<file path="src/rtl/ecg_axis_sample_source.sv">
// AXI-Stream sample source: forwards strobed ADC samples or generates impulse/step/zero
// test patterns at a CLK_DIV tick rate, buffered in a small FIFO against backpressure.
module ecg_axis_sample_source #(
  parameter int                    DATA_WIDTH    = 16,
  parameter int                    CLK_DIV       = 100,
  parameter int                    FIFO_DEPTH    = 4,
  parameter logic [DATA_WIDTH-1:0] IMPULSE_VALUE = 16'h7FFF
) (
  input  logic                  clk,
  input  logic                  rst,
  input  logic [1:0]            mode,
  input  logic                  start,
  input  logic                  stop,
  input  logic [DATA_WIDTH-1:0] adc_tdata,
  input  logic                  adc_valid,
  output logic [DATA_WIDTH-1:0] m_axis_tdata,
  output logic                  m_axis_tvalid,
  input  logic                  m_axis_tready,
  output logic                  overflow,
  output logic [15:0]           sample_count
);

  localparam int                ADDR_W     = $clog2(FIFO_DEPTH);
  localparam int                CNT_W      = $clog2(CLK_DIV);
  localparam logic [CNT_W-1:0]  TICK_LAST  = CNT_W'(CLK_DIV - 1);
  localparam logic [ADDR_W:0]   FULL_COUNT = (ADDR_W + 1)'(FIFO_DEPTH);

  typedef enum logic [0:0] {
    ST_IDLE = 1'b0,
    ST_RUN  = 1'b1
  } state_t;

  state_t                  state_r, state_s;
  logic                    arm_s;
  logic                    run_active_s;
  logic                    tick_s;
  logic [1:0]              run_mode_r;
  logic                    first_pending_r;
  logic [CNT_W-1:0]        tick_cnt_r;
  logic                    overflow_r;
  logic [15:0]             sample_count_r;

  logic                    push_req_s;
  logic [DATA_WIDTH-1:0]   push_data_s;
  logic                    pop_s;
  logic                    full_s;
  logic                    push_ok_s;
  logic                    drop_s;
  logic [ADDR_W-1:0]       rd_next_s;
  logic [ADDR_W:0]         count_next_s;
  logic [DATA_WIDTH-1:0]   head_next_s;

  logic [DATA_WIDTH-1:0]   mem_r [FIFO_DEPTH];
  logic [ADDR_W-1:0]       wr_ptr_r;
  logic [ADDR_W-1:0]       rd_ptr_r;
  logic [ADDR_W:0]         count_r;
  logic                    valid_r;
  logic [DATA_WIDTH-1:0]   tdata_r;

  // Next-state logic: stop dominates start; start while running re-arms in place.
  always_comb begin
    state_s = state_r;
    arm_s   = 1'b0;
    case (state_r)
      ST_IDLE: begin
        if (start && !stop) begin
          state_s = ST_RUN;
          arm_s   = 1'b1;
        end else begin
          state_s = ST_IDLE;
        end
      end
      ST_RUN: begin
        if (stop) begin
          state_s = ST_IDLE;
        end else if (start) begin
          state_s = ST_RUN;
          arm_s   = 1'b1;
        end else begin
          state_s = ST_RUN;
        end
      end
      default: begin
        state_s = ST_IDLE;
        arm_s   = 1'b0;
      end
    endcase
  end

  // Pushes happen only in steady RUN cycles; a start/stop cycle is a control-only cycle.
  assign run_active_s = (state_r == ST_RUN) && !start && !stop;
  assign tick_s       = run_active_s && (tick_cnt_r == TICK_LAST);

  // Push source selection from the latched run mode.
  always_comb begin
    push_req_s  = 1'b0;
    push_data_s = {DATA_WIDTH{1'b0}};
    if (run_active_s) begin
      case (run_mode_r)
        2'd0: begin
          push_req_s  = adc_valid;
          push_data_s = adc_tdata;
        end
        2'd1: begin
          push_req_s  = tick_s;
          push_data_s = first_pending_r ? IMPULSE_VALUE : {DATA_WIDTH{1'b0}};
        end
        2'd2: begin
          push_req_s  = tick_s;
          push_data_s = IMPULSE_VALUE;
        end
        2'd3: begin
          push_req_s  = tick_s;
          push_data_s = {DATA_WIDTH{1'b0}};
        end
        default: begin
          push_req_s  = 1'b0;
          push_data_s = {DATA_WIDTH{1'b0}};
        end
      endcase
    end else begin
      push_req_s  = 1'b0;
      push_data_s = {DATA_WIDTH{1'b0}};
    end
  end

  // FIFO bookkeeping; the next head is precomputed so the output stays a plain register.
  always_comb begin
    pop_s     = valid_r && m_axis_tready;
    full_s    = (count_r == FULL_COUNT);
    push_ok_s = push_req_s && (!full_s || pop_s);
    drop_s    = push_req_s && !push_ok_s;
    if (pop_s) begin
      rd_next_s = rd_ptr_r + ADDR_W'(1'b1);
    end else begin
      rd_next_s = rd_ptr_r;
    end
    case ({push_ok_s, pop_s})
      2'b10:   count_next_s = count_r + (ADDR_W + 1)'(1'b1);
      2'b01:   count_next_s = count_r - (ADDR_W + 1)'(1'b1);
      default: count_next_s = count_r;
    endcase
    if (push_ok_s && (wr_ptr_r == rd_next_s)) begin
      head_next_s = push_data_s;
    end else begin
      head_next_s = mem_r[rd_next_s];
    end
  end

  // Control registers: state, latched mode, tick counter, status.
  always_ff @(posedge clk) begin
    if (rst) begin
      state_r         <= ST_IDLE;
      run_mode_r      <= 2'd0;
      first_pending_r <= 1'b0;
      tick_cnt_r      <= {CNT_W{1'b0}};
      overflow_r      <= 1'b0;
      sample_count_r  <= 16'd0;
    end else begin
      state_r <= state_s;
      if (arm_s) begin
        run_mode_r      <= mode;
        first_pending_r <= 1'b1;
        tick_cnt_r      <= {CNT_W{1'b0}};
        overflow_r      <= 1'b0;
        sample_count_r  <= 16'd0;
      end else begin
        if (!run_active_s || tick_s) begin
          tick_cnt_r <= {CNT_W{1'b0}};
        end else begin
          tick_cnt_r <= tick_cnt_r + CNT_W'(1'b1);
        end
        if (tick_s) begin
          first_pending_r <= 1'b0;
        end
        if (drop_s) begin
          overflow_r <= 1'b1;
        end
        if (push_ok_s) begin
          sample_count_r <= sample_count_r + 16'd1;
        end
      end
    end
  end

  // FIFO storage array.
  always_ff @(posedge clk) begin
    if (push_ok_s) begin
      mem_r[wr_ptr_r] <= push_data_s;
    end
  end

  // FIFO pointers, occupancy and registered output stage (tdata holds when empty).
  always_ff @(posedge clk) begin
    if (rst) begin
      wr_ptr_r <= {ADDR_W{1'b0}};
      rd_ptr_r <= {ADDR_W{1'b0}};
      count_r  <= {(ADDR_W + 1){1'b0}};
      valid_r  <= 1'b0;
      tdata_r  <= {DATA_WIDTH{1'b0}};
    end else begin
      if (push_ok_s) begin
        wr_ptr_r <= wr_ptr_r + ADDR_W'(1'b1);
      end
      rd_ptr_r <= rd_next_s;
      count_r  <= count_next_s;
      valid_r  <= (count_next_s != {(ADDR_W + 1){1'b0}});
      if (count_next_s != {(ADDR_W + 1){1'b0}}) begin
        tdata_r <= head_next_s;
      end
    end
  end

  assign m_axis_tdata  = tdata_r;
  assign m_axis_tvalid = valid_r;
  assign overflow      = overflow_r;
  assign sample_count  = sample_count_r;

endmodule

</file>
<file path="config.mk">
export PLATFORM = sky130hd
export DESIGN_NAME = ecg_axis_sample_source
export DESIGN_NICKNAME = d
export VERILOG_FILES = /design/src/rtl/ecg_axis_sample_source.sv
export SDC_FILE = /design/constraint.sdc
export NUM_CORES = 1
export LEC_CHECK = 0
export CAP_MARGIN = 0
export CORE_MARGIN = 5
export CORE_UTILIZATION = 50
export DETAILED_ROUTE_END_ITERATION = 7
export PLACE_DENSITY = 0.69
export RECOVER_POWER = 100
export SLEW_MARGIN = 10
export SYNTH_ARGS = -nofsm -noshare
export SYNTH_HDL_FRONTEND = slang
export SYNTH_SLANG_ARGS = --single-unit
export TNS_END_PERCENT = 100
</file>
<file path="constraint.sdc">
create_clock -name clk -period 5.1 [get_ports clk]
set_input_delay 0.51 -clock clk [delete_from_list [all_inputs] [get_ports clk]]
set_output_delay 0.51 -clock clk [all_outputs]
set_load 0.03 [all_outputs]
</file>
==> results.sh, run 1 <==
export IMPL_run_status="complete, but fails checks"
export IMPL_violations="capacitance limit"
export IMPL_die_area_um2=12300
export IMPL_placementRows=36
export IMPL_path_buf_inv=1
export IMPL_area_growth_synth_to_final_pct=21.8
export IMPL_antenna_found_initial=0
export IMPL_place_area_um2=5690
export IMPL_fin_crit_sh=0.777
export IMPL_critical_path_max_stage_delay_ps=700
export IMPL_grt_pass1_wl_um=17200
export IMPL_power_share_switching=0.274
export IMPL_timing_critical_path_arrival_ps=4280
export IMPL_fin_tns_setup_ps=0
export IMPL_worstSkewPairLatency_ps=510
export IMPL_async_flop_share=0
export IMPL_holdBufCountCts=0
export IMPL_total_power_divided_by_cell_area_nw_per_um2=432
export IMPL_post_route_min_period_ps=3960
export IMPL_synth_area_per_cell_um2=13.2
export IMPL_drt_pass1_iterations=4
export IMPL_synthesis_instances=385
export IMPL_critPathLaunchType="flip-flop"
export IMPL_finalHoldViolCount=0
export IMPL_tritoncts="built"
export IMPL_critical_path_cell_chain="ha_1 -> nand2_1 -> o41ai_1 -> a21o_1 -> inv_1 -> fa_1 -> a211oi_1 -> or3_1 -> a22o_1 -> a211oi_1"
export IMPL_critical_path_required_ps=5420
export IMPL_final_max_slew_viol_count=0
export IMPL_tritoncts_num_sinks=116
export IMPL_synth_cell_types=49
export IMPL_groute_usage_overall=0.178
export IMPL_element_type_at_the_critical_path_end="flip-flop"
export IMPL_final_area_um2=6180
export IMPL_cpLargestDelayFamily="compound AO/OA/AOI/OAI gates"
export IMPL_clock_path_buffers=2
export IMPL_placed_cells_incl_taps=556
export IMPL_finalWorstSetupSlack_ps=1140
export IMPL_cts_repair_resized=0
export IMPL_synth_cell_area_um2=5070
export IMPL_synth_register_bits=116
export IMPL_internal_power_uw=1940
export IMPL_final_net_count=473
export IMPL_fin_skew_ps=10.4
export IMPL_cts_repair_timing_setup_buffer_count=0
export IMPL_fill_cells=810
export IMPL_initial_core_util=0.517
export IMPL_stdcell_count=588
export IMPL_total_half_perimeter_wirelength_after_legalization_and_detailed_placement_um=6750
export IMPL_core_area_um2=9820
export IMPL_share_seq_of_total_power=0.404
export IMPL_number_of_synthesized_flops_with_an_enable_pin=64
export IMPL_drc=0
export IMPL_worst_setup_hold_path_clk_slew_ps=50
export IMPL_critical_path_max_fanout=18
export IMPL_worst_ir_drop_vdd_mv=0.261
export IMPL_die_height_um=111
export IMPL_die_width_um=111
export IMPL_max_slew_margin_rel=0.0108
export IMPL_final_antenna_net_count=0
export IMPL_routed_via_count=3292
export IMPL_rsz0062_at_grt="no"
export IMPL_globalplace_congestion=0.796
export IMPL_dpl_worst_slack_ps=976
export IMPL_synth_yosys_seq_area_share=0.584
export IMPL_setup_viol=0
export IMPL_worst_slew_pin_transition_ps=1480
export IMPL_grt_max_degree=31
export IMPL_critPathKind="flip-flop to flip-flop"
export IMPL_cts_root_buf="clkbuf_8"
export IMPL_wl_per_cell_um=18.2
export IMPL_drive_above_1_share=0.121
export IMPL_min_delay_path_class="flip-flop to flip-flop"
export IMPL_detail_route_vias_per_cell=5.60
export IMPL_first_global_vias=3354
export IMPL_finalWirelength_um=10700
export IMPL_crit_path_top_delay_cell="o41ai_1"
export IMPL_max_freq_mhz=252
export IMPL_globalRouteOverflowTotal=0
export IMPL_ios=58
export IMPL_tritoncts_num_buffers=17
export IMPL_synth_net_count=416
export IMPL_port_buffers=57
export IMPL_num_antenna_cells=0
export IMPL_power_leakage_uw=0.00213
export IMPL_max_cap_violations=1
export IMPL_h_tree_depth=4
export IMPL_synth_top_flop_cell="edfxtp_1"
export IMPL_comb_power_share=0.184
export IMPL_switching_power_uw=732
export IMPL_clock_power_share=0.412
export IMPL_number_of_warning_messages_in_the_yosys_log=0
export IMPL_finalPower_uw=2670
export IMPL_initialDrtViolationCount=172
export IMPL_path_common_cell="a211oi_1"
flip-flops by register name, indices dropped and copies added, names as in the netlist:
register	flops
count_r	3
first_pending_r	1
m_axis_tdata	16
m_axis_tvalid	1
mem_r	64
overflow	1
rd_ptr_r	2
run_mode_r	2
sample_count	16
state_r	1
tick_cnt_r	7
wr_ptr_r	2
logic make-up after synthesis:
kind of cell,Yosys count,synth area share
AO/OA/AOI/OAI,72,0.115
XOR/XNOR,23,0.0412
adder cells (fa/ha/maj),7,0.0187
buffers and inverters,35,0.0394
flip-flops,116,0.584
multiplexers,32,0.103
AND/OR/NAND/NOR,100,0.0989
Yosys cell counts, types with 7 or more instances:
| cell | count | area [µm²] |
|---|---|---|
| edfxtp_1 | 64 | 1920 |
| dfxtp_1 | 52 | 1040 |
| nor2_1 | 30 | 113 |
| nand2_1 | 22 | 82.6 |
| a221oi_1 | 16 | 140 |
| mux2i_1 | 16 | 160 |
| mux4_2 | 16 | 360 |
| o21a_1 | 16 | 120 |
| xnor2_1 | 14 | 123 |
| a211oi_2 | 10 | 125 |
| a21oi_1 | 10 | 50.1 |
| inv_1 | 10 | 37.5 |
| buf_4 | 9 | 67.6 |
| nand3_1 | 9 | 45.0 |
| clkbuf_1 | 8 | 30.0 |
| xor2_1 | 8 | 70.1 |
| a211oi_1 | 7 | 52.6 |
per-layer routing:
metal	up-vias	global-route usage	routed length, µm	part of all wire
met5	-	0	0	0
met4	0	0.0657	178	0.017
met3	16	0.0590	503	0.047
met2	103	0.288	5190	0.49
met1	1595	0.224	4810	0.45
li1	1578	-	-	-
placed cells by master, fill, tap and decap left out, types with 2 or more instances in the layout:
cell type and instances:
a211oi_1 16, a21oi_1 10, a221oi_1 16, and2_0 5
and3_1 3, buf_4 4, bufinv_16 2, clkbuf_1 3
clkbuf_16 16, clkdlybuf4s50_1 21, clkinv_2 5, clkinv_4 2
clkinvlp_4 3, dfxtp_1 52, dlygate4sd3_1 36, edfxtp_1 64
ha_1 6, inv_1 10, mux2i_1 16, mux4_2 16
nand2_1 22, nand3_1 9, nand4_1 4, nor2_1 30
nor2b_1 2, nor3_1 6, nor4_1 4, o21a_1 16
o21ai_0 5, or3_1 6, xnor2_1 14, xor2_1 9
final timing paths:
| path | slack [ps] | depth (start not counted) | endpoint | from |
|---|---|---|---|---|
| setup / recovery | 1140 | 10 | m_axis_tdata[9] | tick_cnt_r[0] |
| hold / removal | 460 | 1 | tick_cnt_r[0] | tick_cnt_r[0] |
| setup reg to reg | 1140 | 10 | m_axis_tdata[9] | tick_cnt_r[0] |
| hold reg to reg | 460 | 1 | tick_cnt_r[0] | tick_cnt_r[0] |
through the flow:
stage,util,hold WS [ps]
floorplan,-,430
finish,0.630,459
CTS,0.636,463
global placement,0.580,443
global route,0.630,496
detailed placement,0.580,450
power groups by stage:
stage                     Sequential [µW]  Clock (µW)  Combinational [µW]
final                                1080        1100                 493
after global routing                 1080        1160                 529
after CTS                            1080        1120                 543
after detailed placement             1100           0                 538
after global placement               1100           0                 533
after floorplan                      1180           0                 286
worst reg2reg max path: stages (launching register included):
cell and delay (ps):
dfxtp_1 360, ha_1 210, nand2_1 120, o41ai_1 700
a21o_1 300, inv_1 70, fa_1 380, a211oi_1 260
or3_1 510, a22o_1 670, a211oi_1 170
cell type report:
type	instances	area [µm²]	share of cell area
clock buffers	18	418	0.0676
multi-input cells	234	1850	0.300
repair buffers	63	608	0.0984
inverters	10	37.5	0.00607
clock inverters	14	138	0.0223
well taps	133	166	0.0269
flip-flops and latches	116	2960	0.479
Note: power is estimated with default switching activity, not from simulation.
==> inputs of run 2 (changes only) <==
--- a/config.mk
+++ b/config.mk
@@ -9,7 +9,7 @@
 export CORE_MARGIN = 5
 export CORE_UTILIZATION = 50
 export DETAILED_ROUTE_END_ITERATION = 7
-export PLACE_DENSITY = 0.69
+export PLACE_DENSITY = 0.72
 export RECOVER_POWER = 100
 export SLEW_MARGIN = 10
 export SYNTH_ARGS = -nofsm -noshare
==> constraint.sdc (replaced) <==
create_clock -name clk -period 3.2 [get_ports clk]
set_input_delay 0.32 -clock clk [delete_from_list [all_inputs] [get_ports clk]]
set_output_delay 0.32 -clock clk [all_outputs]
set_load 0.03 [all_outputs]
==> run 2 against run 1 <==
The run now ends clean. Combinational power grew 87%. Routed wire length rose by 3.6%. Flip-flop and latch count did not move. Die area is the same. Via count grew 0.52%. Global-route usage grew 0.37 points. Design area grew 3.9%. Fmax increased by 33%. Critical endpoint is now m_axis_tdata[4].
==> results.sh, run 2 (synthesized netlist as in run 1, its figures left out) <==
export IMPL_run_status="finished clean"
export IMPL_critical_path_required_ps=3570
export IMPL_tritoncts_num_buffers=17
export IMPL_fill_cells=773
export IMPL_num_antenna_cells=0
export IMPL_tritoncts_num_sinks=116
export IMPL_post_route_min_period_ps=2980
export IMPL_final_area_um2=6430
export IMPL_critPathKind="flip-flop to flip-flop"
export IMPL_worst_ir_drop_vdd_mv=0.366
export IMPL_cts_root_buf="clkbuf_8"
export IMPL_final_max_slew_viol_count=0
export IMPL_placementRows=36
export IMPL_ios=58
export IMPL_fin_skew_ps=8.53
export IMPL_cts_repair_timing_setup_buffer_count=0
export IMPL_globalplace_congestion=0.772
export IMPL_final_antenna_net_count=0
export IMPL_port_buffers=57
export IMPL_top_usage_layer="met2"
export IMPL_fin_crit_sh=0.931
export IMPL_timing_critical_path_arrival_ps=3350
export IMPL_groute_usage_overall=0.182
export IMPL_total_power_divided_by_cell_area_nw_per_um2=688
export IMPL_max_flop_register="mem_r"
export IMPL_setup_viol=0
export IMPL_die_area_um2=12300
export IMPL_finalWirelength_um=11100
export IMPL_mostFrequentLayoutCells="edfxtp_1, clkdlybuf4s50_1, dfxtp_1, nor2_1, nand2_1"
export IMPL_drive_above_1_share=0.176
export IMPL_cpLargestDelayFamily="compound AO/OA/AOI/OAI gates"
export IMPL_tritoncts="built"
export IMPL_first_global_vias=3398
export IMPL_drc=0
export IMPL_worst_setup_hold_path_clk_slew_ps=60
export IMPL_post_route_util=0.654
export IMPL_total_half_perimeter_wirelength_after_legalization_and_detailed_placement_um=7120
export IMPL_worst_r2r_startpoint="tick_cnt_r[0]"
export IMPL_detail_route_vias_per_cell=5.48
export IMPL_path_buf_inv=2
export IMPL_crit_path_top_delay_cell="or3_1"
export IMPL_worstSkewPairLatency_ps=500
export IMPL_grt_util_met3=0.0491
export IMPL_element_type_at_the_critical_path_end="flip-flop"
export IMPL_die_width_um=111
export IMPL_max_freq_mhz=336
export IMPL_max_cap_violations=0
export IMPL_core_area_um2=9820
export IMPL_critPathLaunchType="flip-flop"
export IMPL_largest_register_ffs=64
export IMPL_grtUsageMet2=0.300
export IMPL_critical_path_max_fanout=17
export IMPL_min_delay_path_class="primary input to flip-flop"
export IMPL_power_leakage_uw=0.00214
export IMPL_initialDrtViolationCount=167
export IMPL_crit_start="tick_cnt_r[0]"
export IMPL_wl_per_cell_um=18.3
export IMPL_routed_via_count=3309
export IMPL_max_slew_margin_rel=0.537
export IMPL_holdBufCountCts=0
export IMPL_cts_repair_resized=0
export IMPL_h_tree_depth=4
export IMPL_final_net_count=489
export IMPL_grtUsageMet1=0.240
export IMPL_critical_path_max_stage_delay_ps=420
export IMPL_area_growth_synth_to_final_pct=26.6
export IMPL_grt_pass1_wl_um=17900
export IMPL_timing_hold_worst_start="mode[0]"
export IMPL_final_common_cell="edfxtp_1"
export IMPL_drt_pass1_iterations=4
export IMPL_area_taken_by_multi_input_logic_gates_um2=1930
export IMPL_place_area_um2=5850
export IMPL_initial_core_util=0.517
export IMPL_worst_slew_pin_transition_ps=694
export IMPL_clock_path_buffers=2
export IMPL_grt_max_degree=31
export IMPL_finalHoldViolCount=0
export IMPL_antenna_found_initial=0
export IMPL_globalRouteOverflowTotal=0
export IMPL_finalHoldWorstSlack_ps=370
export IMPL_layout_area_seq_um2=2960
export IMPL_critical_path_cell_chain="ha_1 -> nand2_1 -> o41ai_4 -> a21o_1 -> inv_1 -> fa_1 -> nand3_1 -> nor3_1 -> or3_1 -> buf_12 -> a221oi_1 -> a211oi_2"
export IMPL_die_height_um=111
[run 2: through the flow]
stage | power, µW | TNS, ps | cells | setup slack (ps)
2_1_floorplan | 2340 | 0 | 385 | 177
6_report | 4420 | 0 | 604 | 221
3_5_place_dp | 2670 | 0 | 572 | 68.6
4_1_cts | 4450 | 0 | 604 | 205
3_3_place_gp | 2650 | 0 | 572 | 160
5_1_grt | 4590 | -22.2 | 604 | -13.1
[run 2: power breakdown]
part / switching [µW] / leakage (µW) / internal [µW]
Sequential: 75.9 / 0.00101 / 1650
Combinational: 480 / 0.000854 / 440
Clock: 652 / 0.000273 / 1120
Total: 1210 / 0.00214 / 3210
[run 2: final cells by class]
| type | count | area share |
|---|---|---|
| sequential | 116 | 0.461 |
| multi-input combinational | 234 | 0.300 |
| timing repair buffer | 79 | 0.119 |
| clock buffer | 19 | 0.0672 |
| tap | 133 | 0.0259 |
| clock inverter | 13 | 0.0206 |
| inverter | 10 | 0.00584 |
[run 2: worst paths after layout]
path              cells past startpoint  slack [ps]              end
setup / recovery                     12         220  m_axis_tdata[4]
hold / removal                        3         370    run_mode_r[0]
setup reg to reg                     12         220  m_axis_tdata[4]
hold reg to reg                       2         460    run_mode_r[0]
[run 2: worst reg2reg max path: stages (launching register included)]
cell and delay [ps]:
dfxtp_1 370, ha_1 220, nand2_1 150, o41ai_4 280, a21o_1 200, inv_1 60
fa_1 380, nand3_1 80, nor3_1 60, or3_1 420, buf_12 180, a221oi_1 370
a211oi_2 80
[run 2: routing by layer]
metal  vias up  routed length (µm)
li1       1598                   -
met1      1592                4830
met3        14                 635
met4         0                 125
met5         -                   0
met2       105                5480
==> inputs of run 3 (changes only) <==
--- a/config.mk
+++ b/config.mk
@@ -8,9 +8,11 @@
 export CAP_MARGIN = 0
 export CORE_MARGIN = 5
 export CORE_UTILIZATION = 50
+export CTS_BUF_LIST = sky130_fd_sc_hd__clkbuf_8
 export DETAILED_ROUTE_END_ITERATION = 7
 export PLACE_DENSITY = 0.72
 export RECOVER_POWER = 100
+export SETUP_SLACK_MARGIN = 0.15
 export SLEW_MARGIN = 10
 export SYNTH_ARGS = -nofsm -noshare
 export SYNTH_HDL_FRONTEND = slang
==> constraint.sdc (replaced) <==
create_clock -name clk -period 3.2 [get_ports clk]
set_input_delay 0.64 -clock clk [delete_from_list [all_inputs] [get_ports clk]]
set_output_delay 0.64 -clock clk [all_outputs]
set_load 0.03 [all_outputs]
==> run 3 against run 2 <==
Fmax increased by 0.77%. Register-to-register slack improved by 70 ps. Combinational power decreased by 3.9%. Clock power decreased by 18%. Die area unchanged. Via count increased by 1.1%. Setup slack improved by 23 ps. Core utilization decreased by 1.3 points. Cell count increased by 0.66%. Clock-buffer cell count decreased by 1. Global-route usage increased by 0.54 points.
==> results.sh, run 3 (synthesized netlist as in run 1, its figures left out) <==
export IMPL_run_status="finished clean"
export IMPL_dpl_worst_slack_ps=-165
export IMPL_comb_power_share=0.218
export IMPL_worst_slew_pin_transition_ps=906
export IMPL_drive_above_1_share=0.179
export IMPL_worst_setup_hold_path_clk_slew_ps=70
export IMPL_total_power_divided_by_cell_area_nw_per_um2=643
export IMPL_tritoncts_num_buffers=17
export IMPL_max_cap_violations=0
export IMPL_power_share_switching=0.279
export IMPL_die_area_um2=12300
export IMPL_area_taken_by_multi_input_logic_gates_um2=1930
export IMPL_critPathKind="primary input to flip-flop"
export IMPL_critical_path_max_fanout=9
export IMPL_largest_register_ffs=64
export IMPL_final_common_cell="edfxtp_1"
export IMPL_finalHoldViolCount=0
export IMPL_total_half_perimeter_wirelength_after_legalization_and_detailed_placement_um=7170
export IMPL_place_area_um2=5890
export IMPL_fin_skew_ps=13.9
export IMPL_tritoncts_num_sinks=116
export IMPL_finalHoldWorstSlack_ps=466
export IMPL_core_area_um2=9820
export IMPL_finalWirelength_um=11000
export IMPL_fin_crit_sh=0.924
export IMPL_initialDrtViolationCount=155
export IMPL_final_area_um2=6300
export IMPL_max_flop_register="mem_r"
export IMPL_critical_path_required_ps=3500
export IMPL_critPathLaunchType="primary input"
export IMPL_ios=58
export IMPL_clock_path_buffers=2
export IMPL_internal_power_uw=2920
export IMPL_timing_critical_path_arrival_ps=3260
export IMPL_rsz0062_at_grt="no"
export IMPL_worstSkewPairLatency_ps=420
export IMPL_mostFrequentLayoutCells="edfxtp_1, dfxtp_1, dlygate4sd3_1, nor2_1, clkdlybuf4s50_1"
export IMPL_tritoncts="built"
export IMPL_wl_per_cell_um=18.1
export IMPL_first_global_vias=3576
export IMPL_clock_power_share=0.358
export IMPL_setup_viol=0
export IMPL_globalplace_congestion=0.837
export IMPL_globalRouteOverflowTotal=0
export IMPL_routed_via_count=3346
export IMPL_finalWorstSetupSlack_ps=243
export IMPL_layout_area_seq_um2=2960
export IMPL_drc=0
export IMPL_power_leakage_uw=0.00219
export IMPL_die_width_um=111
export IMPL_finalPower_uw=4050
export IMPL_max_freq_mhz=338
export IMPL_grt_max_degree=26
export IMPL_area_growth_synth_to_final_pct=24.2
export IMPL_element_type_at_the_critical_path_end="flip-flop"
export IMPL_share_seq_of_total_power=0.424
export IMPL_worst_r2r_setup_slack_ps=290
export IMPL_num_antenna_cells=0
export IMPL_switching_power_uw=1130
export IMPL_max_slew_margin_rel=0.396
export IMPL_final_max_slew_viol_count=0
export IMPL_min_delay_path_class="flip-flop to flip-flop"
export IMPL_final_net_count=493
export IMPL_fin_tns_setup_ps=0
export IMPL_h_tree_depth=4
export IMPL_post_route_min_period_ps=2960
export IMPL_groute_usage_overall=0.188
export IMPL_cts_root_buf="clkbuf_8"
export IMPL_worst_ir_drop_vdd_mv=0.272
export IMPL_die_height_um=111
export IMPL_initial_core_util=0.517
export IMPL_detail_route_vias_per_cell=5.50
export IMPL_placementRows=36
export IMPL_grt_pass1_wl_um=18200
export IMPL_final_antenna_net_count=0
export IMPL_antenna_found_initial=0
export IMPL_port_buffers=57
export IMPL_fill_cells=800
export IMPL_drt_pass1_iterations=4
==> run 3: cell types whose count changed in the layout (fill, tap and decap cells not counted), sizes merged <==
| cell | previous run | this run |
|---|---|---|
| clkdlybuf4s50 | 56 | 23 |
| buf | 20 | 15 |
| bufinv | 2 | 4 |
| dlygate4sd3 | 1 | 34 |
| clkbuf | 21 | 29 |
| clkinv | 7 | 6 |
==> run 3: critical path: stages <==
cell and delay (ps):
clkdlybuf4s50_1 430, nor3b_2 260, o21a_1 180, a21o_1 130, inv_1 60, fa_1 380, nand3_1 80, nor3_1 60
or3_1 400, clkbuf_2 210, a221oi_1 360, a211oi_2 70
==> run 3: per-layer routing <==
layer | GRT usage | vias to the layer above | wire [µm]
met3 | 0.0551 | 11 | 682
met1 | 0.240 | 1619 | 4940
met4 | 0.0649 | 0 | 95
li1 | - | 1605 | -
met5 | 0 | - | 0
met2 | 0.305 | 111 | 5260
==> run 3: worst paths after layout <==
kind | startpoint | to | cells past startpoint
max reg2reg | tick_cnt_r[0] | m_axis_tdata[4] | 12
min | overflow | overflow | 2
min reg2reg | overflow | overflow | 2
max | stop | m_axis_tdata[4] | 12
==> run 3: area by class of cell <==
class	count	area share
clock buffer	18	0.0393
tap	133	0.0264
inverter	10	0.00596
multi-input combinational	234	0.307
sequential	116	0.470
clock inverter	14	0.0294
timing repair buffer	83	0.122
==> run 3: through the flow <==
stage | util | instances
final | 0.642 | 608
after global routing | 0.642 | 608
after CTS | 0.644 | 608
after detailed placement | 0.600 | 576
after global placement | 0.600 | 576
after floorplan | - | 385
==> run 3: power groups by stage <==
stage	clock network [µW]	logic [µW]	registers [µW]
2_1_floorplan	0	456	1880
3_3_place_gp	0	895	1750
3_5_place_dp	0	917	1750
4_1_cts	1470	921	1720
5_1_grt	1560	949	1730
6_report	1450	884	1720
==> run 3: timing repair <==
action                                  in CTS  in global routing
setup buffers                                0                  0
gates resized for setup                      0                  4
hold buffers                                 0                  0
hold endpoints to repair                     0                  0
endpoints found under the setup margin       0                 16
